`config.mk`:
```
export PLATFORM = sky130hd
export DESIGN_NAME = panel_refresh_sequencer
export DESIGN_NICKNAME = d
export VERILOG_FILES = /design/src/rtl/panel_refresh_sequencer.sv
export SDC_FILE = /design/constraint.sdc
export NUM_CORES = 1
export LEC_CHECK = 0
export CORE_MARGIN = 2
export CORE_UTILIZATION = 53
export CTS_CLUSTER_SIZE = 12
export DETAILED_ROUTE_END_ITERATION = 16
export GPL_TIMING_DRIVEN = 0
export HOLD_SLACK_MARGIN = 0.12
export PLACE_DENSITY_LB_ADDON = 0.12
export SLEW_MARGIN = 20
export SYNTH_ARGS = -nofsm -noshare
export SYNTH_HDL_FRONTEND = slang
export SYNTH_SLANG_ARGS = --single-unit
```
`constraint.sdc`:
```
create_clock -name clk -period 2.3 [get_ports clk]
set_input_delay 0.23 -clock clk [delete_from_list [all_inputs] [get_ports clk]]
set_output_delay 0.23 -clock clk [all_outputs]
set_load 0.02 [all_outputs]
```
`src/rtl/panel_refresh_sequencer.sv`:
```
// Panel refresh sequencer: drives the RGB PISO shift registers and the LED
// driver chips (load, shift, serial clock, latch, blank, mode), multiplexes
// cube layers and reloads dot-correction data after reset or on request.
module panel_refresh_sequencer #(
   parameter int WIDTH          = 16,
   parameter int CLK_DIV        = 2,
   parameter int LATCH_CYCLES   = 2,
   parameter int DISPLAY_CYCLES = 256,
   parameter int NUM_LAYERS     = 16,
   parameter int LAYER_BITS     = 4
) (
   input  logic                  clk,
   input  logic                  reset,
   input  logic                  enable,
   input  logic                  brightness_req,
   output logic                  load_led_vals,
   output logic                  load_brightness,
   output logic                  shift,
   output logic                  serial_clk,
   output logic                  latch,
   output logic                  mode_select,
   output logic                  blank,
   output logic [LAYER_BITS-1:0] shift_layer,
   output logic [LAYER_BITS-1:0] active_layer,
   output logic                  frame_done,
   output logic                  busy
);

   localparam int PHASE_W  = $clog2(2 * CLK_DIV);
   localparam int BIT_W    = (WIDTH > 1) ? $clog2(WIDTH) : 1;
   localparam int HOLD_MAX = (LATCH_CYCLES > DISPLAY_CYCLES) ? LATCH_CYCLES : DISPLAY_CYCLES;
   localparam int HOLD_W   = (HOLD_MAX > 1) ? $clog2(HOLD_MAX) : 1;

   localparam logic [PHASE_W-1:0]    PHASE_LAST   = PHASE_W'(2 * CLK_DIV - 1);
   localparam logic [PHASE_W-1:0]    PHASE_HIGH   = PHASE_W'(CLK_DIV);
   localparam logic [BIT_W-1:0]      BIT_LAST     = BIT_W'(WIDTH - 1);
   localparam logic [HOLD_W-1:0]     LATCH_LAST   = HOLD_W'(LATCH_CYCLES - 1);
   localparam logic [HOLD_W-1:0]     DISPLAY_LAST = HOLD_W'(DISPLAY_CYCLES - 1);
   localparam logic [LAYER_BITS-1:0] LAYER_LAST   = LAYER_BITS'(NUM_LAYERS - 1);

   typedef enum logic [3:0] {
      S_IDLE,
      S_BR_LOAD,
      S_BR_SHIFT,
      S_BR_LATCH,
      S_D_LOAD,
      S_D_SHIFT,
      S_BLANK,
      S_D_LATCH,
      S_SWITCH,
      S_DISPLAY
   } state_t;

   state_t                  state_reg, state_next;
   logic [PHASE_W-1:0]      phase_reg, phase_next;
   logic [BIT_W-1:0]        bit_reg, bit_next;
   logic [HOLD_W-1:0]       hold_reg, hold_next;
   logic                    pending_reg, pending_next;
   // Set while the previous layer is still lit, so the next shift keeps it on.
   logic                    lit_reg, lit_next;
   logic [LAYER_BITS-1:0]   shift_layer_reg, shift_layer_next;
   logic [LAYER_BITS-1:0]   active_layer_reg, active_layer_next;

   logic in_shift;
   logic shift_pulse;
   logic shift_done;
   logic latch_done;
   logic display_done;

   assign in_shift     = (state_reg == S_BR_SHIFT) || (state_reg == S_D_SHIFT);
   assign shift_pulse  = in_shift && (phase_reg == PHASE_LAST);
   assign shift_done   = shift_pulse && (bit_reg == BIT_LAST);
   assign latch_done   = (hold_reg == LATCH_LAST);
   assign display_done = (hold_reg == DISPLAY_LAST);

   // State and datapath registers with synchronous reset.
   always_ff @(posedge clk) begin
      if (reset) begin
         state_reg        <= S_IDLE;
         phase_reg        <= '0;
         bit_reg          <= '0;
         hold_reg         <= '0;
         pending_reg      <= 1'b1;
         lit_reg          <= 1'b0;
         shift_layer_reg  <= '0;
         active_layer_reg <= '0;
      end else begin
         state_reg        <= state_next;
         phase_reg        <= phase_next;
         bit_reg          <= bit_next;
         hold_reg         <= hold_next;
         pending_reg      <= pending_next;
         lit_reg          <= lit_next;
         shift_layer_reg  <= shift_layer_next;
         active_layer_reg <= active_layer_next;
      end
   end

   // Next-state decode of the refresh sequence.
   always_comb begin
      state_next = state_reg;
      case (state_reg)
         S_IDLE: begin
            if (enable) state_next = pending_reg ? S_BR_LOAD : S_D_LOAD;
         end
         S_BR_LOAD:  state_next = S_BR_SHIFT;
         S_BR_SHIFT: if (shift_done) state_next = S_BR_LATCH;
         S_BR_LATCH: if (latch_done) state_next = S_D_LOAD;
         S_D_LOAD:   state_next = S_D_SHIFT;
         S_D_SHIFT:  if (shift_done) state_next = S_BLANK;
         S_BLANK:    state_next = S_D_LATCH;
         S_D_LATCH:  if (latch_done) state_next = S_SWITCH;
         S_SWITCH:   state_next = S_DISPLAY;
         S_DISPLAY: begin
            if (display_done) begin
               if (!enable)         state_next = S_IDLE;
               else if (pending_reg) state_next = S_BR_LOAD;
               else                  state_next = S_D_LOAD;
            end
         end
         default:    state_next = S_IDLE;
      endcase
   end

   // Counters, brightness-pending flag, lit tracking and layer indices.
   always_comb begin
      phase_next        = '0;
      bit_next          = '0;
      hold_next         = '0;
      lit_next          = 1'b0;
      shift_layer_next  = shift_layer_reg;
      active_layer_next = active_layer_reg;

      if (in_shift) begin
         phase_next = (phase_reg == PHASE_LAST) ? '0 : phase_reg + 1'b1;
         if (shift_pulse) bit_next = (bit_reg == BIT_LAST) ? '0 : bit_reg + 1'b1;
         else             bit_next = bit_reg;
      end

      if (state_reg == S_BR_LATCH || state_reg == S_D_LATCH)
         hold_next = latch_done ? '0 : hold_reg + 1'b1;
      else if (state_reg == S_DISPLAY)
         hold_next = display_done ? '0 : hold_reg + 1'b1;

      // A request in the same cycle as the clear wins, so it is never lost.
      pending_next = brightness_req | (pending_reg & (state_next != S_BR_LOAD));

      case (state_reg)
         S_DISPLAY:                                  lit_next = 1'b1;
         S_BR_LOAD, S_BR_SHIFT, S_D_LOAD, S_D_SHIFT: lit_next = lit_reg;
         default:                                    lit_next = 1'b0;
      endcase

      if (state_reg == S_SWITCH) begin
         active_layer_next = shift_layer_reg;
         shift_layer_next  = (shift_layer_reg == LAYER_LAST) ? '0 : shift_layer_reg + 1'b1;
      end
   end

   // Output decode from the current state and counters.
   always_comb begin
      load_led_vals   = 1'b0;
      load_brightness = 1'b0;
      latch           = 1'b0;
      mode_select     = 1'b0;
      blank           = 1'b1;
      frame_done      = 1'b0;
      shift           = shift_pulse;
      serial_clk      = in_shift && (phase_reg >= PHASE_HIGH);
      busy            = (state_reg != S_IDLE);
      shift_layer     = shift_layer_reg;
      active_layer    = active_layer_reg;
      case (state_reg)
         S_BR_LOAD: begin
            load_brightness = 1'b1;
            mode_select     = 1'b1;
            blank           = ~lit_reg;
         end
         S_BR_SHIFT: begin
            mode_select = 1'b1;
            blank       = ~lit_reg;
         end
         S_BR_LATCH: begin
            latch       = 1'b1;
            mode_select = 1'b1;
         end
         S_D_LOAD: begin
            load_led_vals = 1'b1;
            blank         = ~lit_reg;
         end
         S_D_SHIFT:  blank = ~lit_reg;
         S_D_LATCH:  latch = 1'b1;
         S_DISPLAY: begin
            blank      = 1'b0;
            frame_done = display_done && (active_layer_reg == LAYER_LAST);
         end
         default: ;
      endcase
   end

endmodule

```
# Word-level counts from Yosys, hierarchy flattened
# Cells that the tools add are included.
# Widths: inputs -> output; s select.
[totals]
ff_bits = 28
in_bits = 4
out_inout_bits = 17
[classes]
add_sub_neg = 4
magnitude_cmp = 1
eq_ne = 16
muxes = 22
bitwise = 4
n_reduce_logical = 13
[ops]
columns = ["cell", "n"]
rows = [
  ["$pmux 4 s10", 1],
  ["$mux 4", 8],
  ["$mux 8", 4],
  ["$eq 4x4->1 const B", 5],
  ["$eq 4x3->1 const B", 4],
  ["$add 4x1->4 const B", 2],
  ["$add 8x1->8 const B", 1],
  ["$eq 4x2->1 const B", 2],
  ["$eq 8x1->1 const B", 1],
  ["$eq 8x8->1 const B", 1],
  ["$mux 3", 2],
  ["$reduce_or 3->1", 2],
  ["$mux 1", 5],
  ["$eq 4x1->1 const B", 1],
  ["$logic_and 1x1->1", 4],
  ["$logic_not 4->1", 1],
  ["$ne 4x1->1 const B", 1],
  ["$pmux 1 s2", 2],
  ["$reduce_bool 4->1", 1],
  ["$reduce_or 2->1", 2],
  ["$reduce_or 4->1", 1],
  ["$add 2x1->2 const B", 1],
  ["$eq 2x2->1 const B", 1],
  ["$ge 2x2->1 const B", 1],
  ["other kinds (4)", 6],
]

# Depth between registers and ports, before layout
[logic_depth]
ltp_word = 9
mapped_depth = 7

# Least setup slack after synthesis
# OpenSTA, ideal clock, no wires.
[synth_timing]
path_type = "flip-flop to flip-flop"
startpoint = "register phase_reg[0]"
endpoint = "register state_reg[0]"
t_arrival_ns = 1.476
path_slack_ns = 0.709
path_stages_with_launch = 7
n_path_buf = 1
synth_period_minus_slack_ns = 1.591
cell_sequence = "dfxtp_1 ha_1 clkbuf_1 and4_1 o311ai_0 nand3_1 and2_1"
[synth_between]
elab_chain_cells = 5
[synth_rtl]
columns = ["item", "line_no", "text"]
rows = [
  ["from (decl)", "55", "logic [PHASE_W-1:0] phase_reg, phase_next;"],
  ["from (signal assigned)", "89", "phase_reg <= phase_next;"],
  ["$eq 2x2->1 *", "71", "assign shift_pulse = in_shift && (phase_reg == PHASE_LAST);"],
  ["$logic_and 1x1->1 *", "71", ""],
  ["$logic_and 1x1->1 *", "72", "assign shift_done = shift_pulse && (bit_reg == BIT_LAST);"],
  ["$mux 4, on equally long branches", "110, 107", ""],
  ["$pmux 4 s10 *", "102", "case (state_reg)"],
  ["to (signal assigned)", "88", "state_reg <= state_next;"],
  ["to (decl)", "54", "state_t state_reg, state_next;"],
]
# Mark *: on every way between the ends. The rest lies on a longest branch, timed or not.
# A chain may end at the register's enable or synchronous reset.

# Final worst setup path
[layout_timing]
startpoint = "register state_reg[1]"
endpoint = "output latch"
[layout_between]
elab_chain_cells = 3
[layout_rtl]
columns = ["item", "line_no", "text"]
rows = [
  ["$eq 4x2->1 / $eq 4x3->1 (equally long branches)", "173", "case (state_reg)"],
  ["$reduce_or 2->1 (no source line) *", "-", ""],
  ["$mux 1 *", "173", ""],
  ["to (decl)", "20", "output logic latch,"],
]
# Marked as above.

==> impl_results.md <==
- Number of global-route vias before repair: 1137
- First-pass GRT wire length: between 4000 and 5000 um
- Area grow syn2layout: 18.3%
- Hold_buf cts: 0
- Leak: 0.597 nW
- Cell chosen for the clock root: clkbuf_4
- Skew final: about 0.011 ns
- Die ar.: 3130 um2
- I/O pins: 21
- Port Buffers: 19
- Crit-path slowest cell: clkdlybuf4s50_1
- Initial DRC count: 35
- Synth cell types: 41
- Worst-Margin Slew: 0.439 ns
- EDFF count, synth: 0
- Worst setup SP type: flip-flop
- Vias per cell: about 5.6
- Hold Path Class: primary input to flip-flop
- Clock Latency Late Sink: around 0.33 ns
- Row count: 18
- Post-CTS Setup Repair Bufs: 0
- Share of post-route cells with drive strength above 1: ~10%
- PwrDens: roughly 520 nW/um2
- Drt drc: 0
- Sequential fraction of the synthesis area: 39.2%
- Gpl congestion: just under 0.9
- CTS tree: yes
- Antenna Cells: 0
- Final nets: ~210
- Largest incremental delay on the critical path: roughly 0.6 ns
- Post-Syn Nets: around 180
- Clk slew on worst S/H paths: roughly 0.15 ns
- Starting density of the core: roughly 57%
- Fin. Hold Viols: 0
- WP buf/inv: 2
- Mapped Area: approximately 1400 um2
- Clock Path Buffers: 2
- Data required time at the worst endpoint: slightly above 2 ns
- CTS buffer count: 3
- Worst vdd ir: 0.000397 V
- Slew margin rel.: 70.5%
- Overflow after GRT: 0
- Crit path max-delay family: buffers and inverters
- Crit Path Category: flip-flop to output pin
- Minimum clock period: around 2.2 ns
- Outcome: complete, no violations
- Final wirelength: ~2800 um
- Crit path cell chain: buf_2 > nor2b_1 > and2_2 > clkdlybuf4s50_1
- Core outline area: about 2500 um2
- Worst-path fanout max: 10
- Hold slack: 0.296 ns
- Routed Antenna Nets: 0
- Power share of the combinational group: between 10% and 20%
- Setup_tns: 0 ns
- Die Wd: roughly 56 um
- Clock power frac: a little over a quarter
- Most common cell after layout, fill and taps aside: dfxtp_1
- Ys async rst share: 0%
- Via count: around 1.3k
- Sequential Power Share: a little under three fifths
- Top_reg_cell synth: dfxtp_1
- Final setup violation count: 0
- Routed length per instance: between 10 and 15 um
- Max FFs per register: 8
- Overall global routing resource usage: between 10% and 20%
- Largest net degree at the start of global routing: 16
- Syn Area/Cell: 8.27 um2
- Period utilization: 95.2%
- Highest-count cells in the layout ignoring fill and taps: 26 x dfxtp_1, 24 x nor2_1, 21 x nand2_1, 15 x clkdlybuf4s50_1, 14 x a21oi_1
- Fmax: 457 MHz
- First-pass iteration count of the detailed router: 4
- CTS resizes: 4
- YS warnings: 0
- H-tree levels: 1
- Switch share: between 20 and 30%
- Height of the die: between 50 and 60 um
- Synth Register Bits: 28
- Initial antenna violation count: 0
- P_sw: ~0.23 mW
- Sink Count: 28
- Max Slew Vio Count: 0
- Max-capacitance violation count: 0
- Data arrival, critical path: about 2 ns
- Post-Synthesis Cells: 173
- P_int: between 0.6 and 0.7 mW
- Setup crit end kind: output pin
- DP Wirelength: around 2200 um
-- cell usage after synthesis, types with 2 or more instances --
cell | count | area, um2
dfxtp_1 | 28 | 561
nand4_1 | 5 | 31.3
clkbuf_1 | 3 | 11.3
a21oi_1 | 14 | 70.1
nor3_1 | 9 | 45.0
o21ai_0 | 3 | 15.0
o21a_1 | 2 | 15.0
nor3_2 | 2 | 20.0
nand2b_1 | 2 | 12.5
nor2_1 | 24 | 90.1
nor2b_1 | 3 | 18.8
xor2_1 | 6 | 52.6
and2_1 | 3 | 18.8
a311oi_1 | 2 | 17.5
nand3_1 | 5 | 25.0
inv_1 | 4 | 15.0
nand2_1 | 21 | 78.8
ha_1 | 6 | 75.1
or3_1 | 2 | 12.5
xnor2_1 | 5 | 43.8
buf_2 | 4 | 20.0
-- final cells by class --
| cell class | instances | area, um2 |
|---|---|---|
| Buffer | 9 | 47.5 |
| Clock buffer | 4 | 36.3 |
| Fill cell | 230 | 830 |
| Inverter | 4 | 15.0 |
| Multi-Input combinational cell | 132 | 808 |
| Sequential cell | 28 | 563 |
| Tap cell | 30 | 37.5 |
| Timing Repair Buffer | 19 | 185 |
-- routing by layer --
metal	part of all wire, %	vias up	GRT usage (%)
met1	45	574	24.2
met2	50	35	33.4
met5	0	-	0
met3	4.3	4	2.33
li1	-	646	-
met4	0.82	0	7.14
-- power groups by stage --
stage               registers [mW]  logic, mW  clock network (mW)
finish                       0.506      0.142               0.234
global route                 0.508      0.155               0.270
CTS                          0.505      0.142               0.249
detailed placement           0.516      0.142                   0
global placement             0.515      0.138                   0
floorplan                    0.513     0.0962                   0
-- worst register-to-register path: stages (launching register included) --
cell and delay [ns]:
dfxtp_1 0.35, ha_1 0.19, clkbuf_1 0.18, and4_1 0.31, o311ai_0 0.31, nand3_1 0.15, and2_1 0.18
-- logic make-up (layout without fill, tap and decap cells) --
kind of cell,count (synthesis),in the layout,share of synthesized area [%]
fa+ha+maj,6,6,5.24
simple gates,85,85,31.0
xor+xnor,11,11,6.73
flops,28,28,39.2
mux,2,2,1.49
compound gates,28,28,12.0
buf+inv,13,36,4.37
-- final timing paths --
| kind | slack [ns] | end | cells past startpoint | from |
|---|---|---|---|---|
| setup / recovery | 0.11 | latch | 4 | state_reg[1] |
| hold / removal | 0.30 | state_reg[3] | 2 | reset |
| setup reg to reg | 0.56 | state_reg[0] | 6 | phase_reg[0] |
| hold reg to reg | 0.47 | hold_reg[0] | 1 | hold_reg[0] |
-- metrics by stage --
stage                     instance area, um2  worst slack (ns)  utilization [%]  std cells  power [mW]
after global placement                  1660             0.346             65.8        222       0.652
after detailed placement                1660             0.305             65.8        222       0.658
after floorplan                         1430             0.709                -        173       0.609
final                                   1690             0.110             67.1        226       0.882
after global routing                    1690          -0.00261             67.1        226       0.933
after CTS                               1690            0.0521             67.0        226       0.896
No activity file was read; power rests on OpenSTA's default activity.
